## config.mk

```make
export PLATFORM = sky130hd
export DESIGN_NAME = aer_in_arbiter
export DESIGN_NICKNAME = d
export VERILOG_FILES = /design/src/rtl/aer_in_arbiter.sv
export SDC_FILE = /design/constraint.sdc
export NUM_CORES = 1
export LEC_CHECK = 0
export CAP_MARGIN = 20
export CORE_MARGIN = 1.5
export CORE_UTILIZATION = 38
export DETAILED_ROUTE_END_ITERATION = 8
export PLACE_DENSITY_LB_ADDON = 0.08
export SLEW_MARGIN = 20
export SYNTH_ARGS = -nofsm -noshare
export SYNTH_HDL_FRONTEND = slang
export SYNTH_SLANG_ARGS = --single-unit
```

## constraint.sdc

```tcl
create_clock -name CLK -period 1.53 [get_ports CLK]
set_clock_uncertainty 0.05 [all_clocks]
set_input_delay 0.306 -clock CLK [delete_from_list [all_inputs] [get_ports CLK]]
set_output_delay 0.306 -clock CLK [all_outputs]
set_load 0.01 [all_outputs]
```

## src/rtl/aer_in_arbiter.sv

```systemverilog
// ---------------------------------------------------------------------------
// aer_in_arbiter
//
// Round-robin arbiter that shares the single AER_IN req/ack port of the SNN
// core among N_REQ upstream event sources. In IDLE it picks the first
// requesting source at or after the rotating priority pointer. It then
// latches that source's address and runs one 4-phase handshake with the core.
// When the core acknowledges, the winner gets a one-cycle ack_out pulse. Once
// the core drops its acknowledge, priority rotates past the winner.
//
// Parameters:
//   N_REQ        number of upstream requesters (2..8)
//   ADDR_W       AER address width (timestep-marker bits pass through as-is)
//   TIMEOUT_CYC  watchdog limit in cycles (only used with AER_ARB_TIMEOUT_EN)
//
// Ports:
//   CLK          system clock, all logic on posedge
//   rst_n        asynchronous active-low reset
//   req_in       per-source request, held until that source's ack_out pulse
//   addr_in      per-source address, slice i = [i*ADDR_W +: ADDR_W]
//   ack_out      one-hot, one-cycle pulse: event of source i accepted
//   AER_IN_ACK   core acknowledge
//   AER_IN_REQ   request to core
//   AER_IN_ADDR  address to core, stable while AER_IN_REQ is high
//   grant_id     index of the current or last granted source
//   busy         handshake in progress (FSM not idle)
//   err_timeout  sticky watchdog flag (present only with AER_ARB_TIMEOUT_EN)
//
// Configuration macro:
//   AER_ARB_TIMEOUT_EN  when defined, a request the core leaves unanswered
//                       for TIMEOUT_CYC cycles is abandoned. The source gets
//                       no ack_out and must request again, and err_timeout is
//                       set until reset. When undefined, REQ waits
//                       indefinitely and the err_timeout port does not exist.
// ---------------------------------------------------------------------------
module aer_in_arbiter #(
    parameter int N_REQ       = 2,
    parameter int ADDR_W      = 12,
    parameter int TIMEOUT_CYC = 1023
) (
    input  logic                       CLK,
    input  logic                       rst_n,
    input  logic [N_REQ-1:0]           req_in,
    input  logic [N_REQ*ADDR_W-1:0]    addr_in,
    output logic [N_REQ-1:0]           ack_out,
    input  logic                       AER_IN_ACK,
    output logic                       AER_IN_REQ,
    output logic [ADDR_W-1:0]          AER_IN_ADDR,
    output logic [$clog2(N_REQ)-1:0]   grant_id,
    output logic                       busy
`ifdef AER_ARB_TIMEOUT_EN
    ,
    output logic                       err_timeout
`endif
);

    localparam int ID_W = $clog2(N_REQ);

    // Elaboration-time guard on the supported configuration range.
    if (N_REQ < 2 || N_REQ > 8 || TIMEOUT_CYC < 1) begin : g_bad_param
        $error("aer_in_arbiter: N_REQ must be 2..8 and TIMEOUT_CYC >= 1");
    end

    typedef enum logic [1:0] {
        ST_IDLE    = 2'd0,
        ST_REQ     = 2'd1,
        ST_ACK_LOW = 2'd2
    } state_e;

    state_e              state_q, state_d;
    logic [ID_W-1:0]     rr_ptr_q, rr_ptr_d;
    logic [ID_W-1:0]     grant_q, grant_d;
    logic [ADDR_W-1:0]   addr_q, addr_d;
    logic                req_q, req_d;
    logic [N_REQ-1:0]    ack_q, ack_d;

`ifdef AER_ARB_TIMEOUT_EN
    localparam int CNT_W = $clog2(TIMEOUT_CYC + 1);
    logic [CNT_W-1:0]    cnt_q, cnt_d;
    logic                err_q, err_d;
`endif

    // Unpack the flat address bus so a source can be selected by index.
    logic [ADDR_W-1:0]   addr_arr [N_REQ];
    for (genvar g = 0; g < N_REQ; g++) begin : g_addr_split
        assign addr_arr[g] = addr_in[g*ADDR_W +: ADDR_W];
    end

    // -----------------------------------------------------------------------
    // Round-robin pick: scan sources starting at rr_ptr_q, wrapping to 0.
    // The first requester found wins.
    // -----------------------------------------------------------------------
    logic                win_valid;
    logic [ID_W-1:0]     win_idx;
    logic [ID_W-1:0]     cand;

    always_comb begin
        // NOTE: every variable written in a combinational block gets a default
        // first; otherwise an unassigned path infers a latch.
        win_valid = 1'b0;
        win_idx   = '0;
        cand      = '0;
        for (int k = 0; k < N_REQ; k++) begin
            cand = ID_W'((int'(rr_ptr_q) + k) % N_REQ);
            if (!win_valid && req_in[cand]) begin
                win_valid = 1'b1;
                win_idx   = cand;
            end
        end
    end

    // Priority moves to the source just after the one last served.
    logic [ID_W-1:0]     next_ptr;
    assign next_ptr = (grant_q == ID_W'(N_REQ - 1)) ? '0 : grant_q + 1'b1;

    // -----------------------------------------------------------------------
    // Next-state and registered-output logic.
    // -----------------------------------------------------------------------
    always_comb begin
        state_d  = state_q;
        rr_ptr_d = rr_ptr_q;
        grant_d  = grant_q;
        addr_d   = addr_q;
        req_d    = req_q;
        ack_d    = '0;          // ack_out is a single-cycle pulse
`ifdef AER_ARB_TIMEOUT_EN
        cnt_d    = cnt_q;
        err_d    = err_q;
`endif

        unique case (state_q)
            ST_IDLE: begin
                // A core acknowledge seen here is spurious and is ignored.
                if (win_valid) begin
                    grant_d = win_idx;
                    addr_d  = addr_arr[win_idx];
                    req_d   = 1'b1;
                    state_d = ST_REQ;
`ifdef AER_ARB_TIMEOUT_EN
                    cnt_d   = '0;
`endif
                end
            end

            ST_REQ: begin
                if (AER_IN_ACK) begin
                    req_d          = 1'b0;
                    ack_d[grant_q] = 1'b1;
                    state_d        = ST_ACK_LOW;
                end
`ifdef AER_ARB_TIMEOUT_EN
                else if (cnt_q == CNT_W'(TIMEOUT_CYC - 1)) begin
                    // Abandon the event: no ack_out, so the source must
                    // request again. It loses its priority turn.
                    req_d    = 1'b0;
                    err_d    = 1'b1;
                    rr_ptr_d = next_ptr;
                    state_d  = ST_IDLE;
                end else begin
                    cnt_d = cnt_q + 1'b1;
                end
`endif
            end

            ST_ACK_LOW: begin
                // Requests are not sampled here. The served source drops its
                // request during this wait, so it cannot be granted twice.
                if (!AER_IN_ACK) begin
                    rr_ptr_d = next_ptr;
                    state_d  = ST_IDLE;
                end
            end

            default: begin
                state_d = ST_IDLE;
            end
        endcase
    end

    // -----------------------------------------------------------------------
    // State registers.
    // -----------------------------------------------------------------------
    always_ff @(posedge CLK or negedge rst_n) begin
        if (!rst_n) begin
            state_q  <= ST_IDLE;
            rr_ptr_q <= '0;
            grant_q  <= '0;
            addr_q   <= '0;
            req_q    <= 1'b0;
            ack_q    <= '0;
`ifdef AER_ARB_TIMEOUT_EN
            cnt_q    <= '0;
            err_q    <= 1'b0;
`endif
        end else begin
            // NOTE: non-blocking assignments here. Every register then
            // updates from the values present before the clock edge,
            // whatever order the statements are written in.
            state_q  <= state_d;
            rr_ptr_q <= rr_ptr_d;
            grant_q  <= grant_d;
            addr_q   <= addr_d;
            req_q    <= req_d;
            ack_q    <= ack_d;
`ifdef AER_ARB_TIMEOUT_EN
            cnt_q    <= cnt_d;
            err_q    <= err_d;
`endif
        end
    end

    assign AER_IN_REQ  = req_q;
    assign AER_IN_ADDR = addr_q;
    assign ack_out     = ack_q;
    assign grant_id    = grant_q;
    assign busy        = (state_q != ST_IDLE);
`ifdef AER_ARB_TIMEOUT_EN
    assign err_timeout = err_q;
`endif

endmodule
```

# Word-level counts from Yosys, hierarchy flattened
# Cells that the tools add are included.
[op_classes] n_addsub=2 n_lt_le_gt_ge=5 eq_ne=5 n_mux=23 n_bitwise=2 n_reduce_logical=10
[ops] cell="12-bit 2-to-1 mux" n=3
[ops] cell="1-bit 2-to-1 mux" n=12
[ops] cell="2-bit 2-to-1 mux" n=5
[ops] cell="1-bit by 2-bit less-than comparator with 1-bit output, second input constant" n=3
[ops] cell="2-bit != test, second input constant" n=3
[ops] cell="2-bit case mux with 3 select lines" n=1
[ops] cell="3-bit AND reduction" n=2
[ops] cell="2-bit AND reduction" n=2
[ops] cell="2-bit nonzero test" n=2
[ops] cell="1-bit adder, second input constant" n=2
[ops] cell="2-bit by 1-bit == test with 1-bit output, second input constant" n=1
[ops] cell="2-bit == test, second input constant" n=1
[ops] cell="2-bit >= comparator, second input constant" n=1
[ops] cell="1-bit logical AND" n=2
[ops] cell="2-bit logical NOT" n=1
[ops] cell="1-bit inverter with 2-bit output" n=1
[ops] cell="1-bit case mux with 2 select lines" n=1
[ops] cell="1-bit demux with 1-bit select" n=1
[ops] cell="1-bit >= comparator, second input constant" n=1
[ops] cell="1-bit logical NOT" n=1
[ops] cell="1-bit inverter" n=1
[totals] ff_bits=19 output_inout_bits=17 elab_cells=53

# Depth between registers and ports, before layout
[depth] depth_word=10 depth_mapped=4 mapped_depth_nobuf=3

# Worst setup path before layout
# OpenSTA, ideal clock, no wires.
[synth_timing] path_type="flip-flop to output port" from="register state_q[0]" to="output port busy" arrival_ns=0.894 required_ns=1.174 slack_ns=0.280 stages_incl_launch_ff=4 path_buffers=1 path_cell_list="dfrtp_1 -> nor2_2 -> buf_2 -> inv_1"
[synth_via] elab_chain_cells=1
[synth_rtl] item="start, declared" line_no="70" source="state_e state_q, state_d;"
[synth_rtl] item="start signal, assigned" line_no="199" source="state_q <= state_d;"
[synth_rtl] item="2-bit nonzero test" line_no="216" source="assign busy = (state_q != ST_IDLE);"
[synth_rtl] item="end, declared" line_no="50" source="output logic busy"
# Every way passes these cells.

# Worst setup path after layout
# Same ends and word-level chain as after synthesis.

==> key figures <==
Run status
  • Status: finished, final reports clean

Critical path
  • Largest fanout on the critical path: 2
  • Beginning of the worst register-to-register path: state_q[0]$_DFFE_PN0P_
  • Worst setup SP type: flop
  • Worst Setup SP: state_q[0]$_DFFE_PN0P_
  • Arrival time at the worst endpoint: 1.02 ns
  • Critical path data required time: 1.17 ns
  • Critical setup path kind: reg2out
  • Critical Path Sink Type: primary output

Detailed routing
  • Count of vias placed by the detailed router: 931
  • Final routed wirelength across all metal layers: 2370 um
  • Antenna Nets Post-Route: 0
  • Detailed Route Iter0 Violations: 34
  • Avg Vias per Cell: 5.35
  • Per-cell routed wire length: 13.6 um
  • Residual DRC count: 0
  • First-pass iteration count of the detailed router: 4

Placed design
  • Final GP Congestion: 0.761
  • Minimum setup slack after placement: -0.0745 ns
  • Port bufs: 45
  • HPWL after detailed placement: 1710 um

Logic synthesis
  • Top-area cell type share of the netlist area: 53.0%
  • Most instantiated flip-flop cell in the synthesis netlist: dfrtp_1
  • Number of synthesized register bits: 19
  • Net count after synthesis: 124
  • Netlist cell types: 22
  • Cell taking the most area after synthesis: dfrtp_1
  • Number of enable-type register cells in the synthesized netlist: 0
  • Sequential fraction of the synthesis area: 53.0%
  • Number of cells produced by synthesis: 95
  • Per-instance average area after synthesis: 9.44 sq um
  • Combined area of all synthesized cells: 897 sq um
  • Yosys warning total: 0
  • Area contributors post-synth: dfrtp_1, a31oi_1, a21oi_1
  • Async set-reset flop share out of synthesis: 100%

Die
  • Area of the placeable core: 2210 sq um
  • Initial Util: 40.6%
  • Count of standard-cell rows: 17
  • Die outline height: 51.6 um
  • X dimension of the die: 51.6 um
  • Die outline area: 2660 sq um
  • Top Ports: 46

Final layout
  • Fraction of layout cells with a size suffix above 1: 11.0%
  • Layout-stage area growth over the synthesis result: 59.7%
  • Final layout net count: 176
  • N_diodes: 0

GRT
  • Overflow after GRT: 0
  • Maximum number of pins on one net before global-route repair: 20
  • First-pass GRT wire length: 4030 um
  • Overall global routing resource usage: 20.0%
  • Number of global-route vias before repair: 878
  • Initial antenna violation count: 0

Timing
  • Final setup slack of the worst path: 0.158 ns
  • Actual slew at the worst max-slew pin: 0.347 ns
  • Maximum clock frequency: 0.729 GHz
  • Pins over their slew limit: 0
  • Final worst-path cycle share: 89.7%
  • Count of final hold-check violations: 0
  • Aggregate negative setup slack: 0 ns
  • Number of failing setup endpoints in the final timing report: 0
  • RSZ-0062 raised after global routing: false
  • Post-layout minimum cycle time: 1.37 ns
  • Hold slack: 0.285 ns
  • Worst-case headroom to the max-slew limit: 76.9%

CTS
  • Maximum buffer depth of the clock tree: 2
  • H-tree lvl count: 1
  • CTS tree: built
  • Clk Tree Root Cell: clkbuf_4
  • TritonCTS sink count: 19
  • Clock transition at the registers of the reported paths: 0.11 ns
  • Number of buffers created by CTS: 3
  • Clock latency on the worst-skew pair: 0.29 ns

Min path
  • Worst hold path type: in2async

Flow run
  • Total of max-cap violations: 0

Power
  • Highest ir drop seen on vdd: 0.872 mV
  • Leakage power: 0.633 nW
  • Power Density: 1580 nW/um^2
[timing repair]
item / in CTS / in global routing
endpoints found under the setup margin: 15 / 3
endpoints found under the hold margin: 0 / 0
buffers inserted: 2 / 0
resized for setup: 16 / 3
pin swaps: 1 / 1
hold buffers: 0 / 0
[sequential cells by signal, summed over array words and instances (netlist names)]
signal       flops
AER_IN_ADDR     12
ack_out          2
state_q          2
AER_IN_REQ       1
grant_id         1
rr_ptr_q         1
[per-layer routing]
metal / track usage (%) / part of all wire (%) / vias up
li1: - / - / 451
met1: 27.7 / 45 / 429
met2: 32.7 / 46 / 47
met3: 2.59 / 7.8 / 4
met4: 5.70 / 1.5 / 0
met5: 0 / 0 / -
[cell usage after synthesis (2+ instances only)]
library cell / n
a31oi_1: 12
nor2_1: 2
nand3_1: 12
o21ai_0: 13
inv_1: 2
dfrtp_1: 19
clkbuf_1: 2
a21oi_1: 13
buf_2: 4
nand2_1: 2
nand2b_1: 3
[cell type report]
cell class | instances | area, sq um
Fill cell | 190 | 779
Timing Repair Buffer | 54 | 513
Sequential cell | 19 | 475
Multi-Input combinational cell | 67 | 375
Tap cell | 28 | 35.0
Clock buffer | 4 | 26.3
Inverter | 2 | 7.51
[where the power goes]
part	internal [W]	switching [W]
logic	0.000575	0.000583
registers	0.000735	0.000118
clock network	0.000101	0.000150
[cells in the final DEF (no fill, tap or decap), drive strengths merged, types with 2 or more instances in the layout]
cell type / n
clkdlybuf4s50: 28
nor2: 3
clkbuf: 5
nand2: 2
nand2b: 3
dlymetal6s2s: 2
o21ai: 13
dfrtp: 19
buf: 9
nand3: 12
a21oi: 13
a31oi: 12
inv: 2
dlygate4sd2: 14
[worst paths after layout]
path / end / slack (ns) / depth (start not counted)
setup / recovery: busy / 0.16 / 3
hold / removal: AER_IN_ADDR[7]$_DFFE_PN0P_ / 0.29 / 2
setup reg to reg: AER_IN_ADDR[9]$_DFFE_PN0P_ / 0.23 / 4
hold reg to reg: AER_IN_REQ$_DFFE_PN0P_ / 0.45 / 1
max in group asynchronous: AER_IN_REQ$_DFFE_PN0P_ / 0.94 / 2
min in group CLK: AER_IN_REQ$_DFFE_PN0P_ / 0.45 / 1
[cells by family (layout without fill, tap and decap cells)]
kind of cell,after synthesis,count (layout),share of synthesized area [%]
flops,19,19,53.0
compound gates,41,41,25.7
simple gates,26,26,16.2
buf+inv,9,60,5.16
[critical path, stage by stage, from the launching register on]
cell      delay, ns
dfrtp_1        0.40
nor2_2         0.15
inv_1          0.06
clkbuf_2       0.12
[through the flow]
| step | power (W) | util, % | std cells | area (sq um) |
|---|---|---|---|---|
| 2_1_floorplan | 0.00150 | - | 95 | 897 |
| 3_3_place_gp | 0.00213 | 63.7 | 168 | 1410 |
| 3_5_place_dp | 0.00215 | 63.7 | 168 | 1410 |
| 4_1_cts | 0.00229 | 64.8 | 174 | 1430 |
| 5_1_grt | 0.00245 | 64.8 | 174 | 1430 |
| 6_report | 0.00226 | 64.8 | 174 | 1430 |
(Power assumes the default switching activity.)
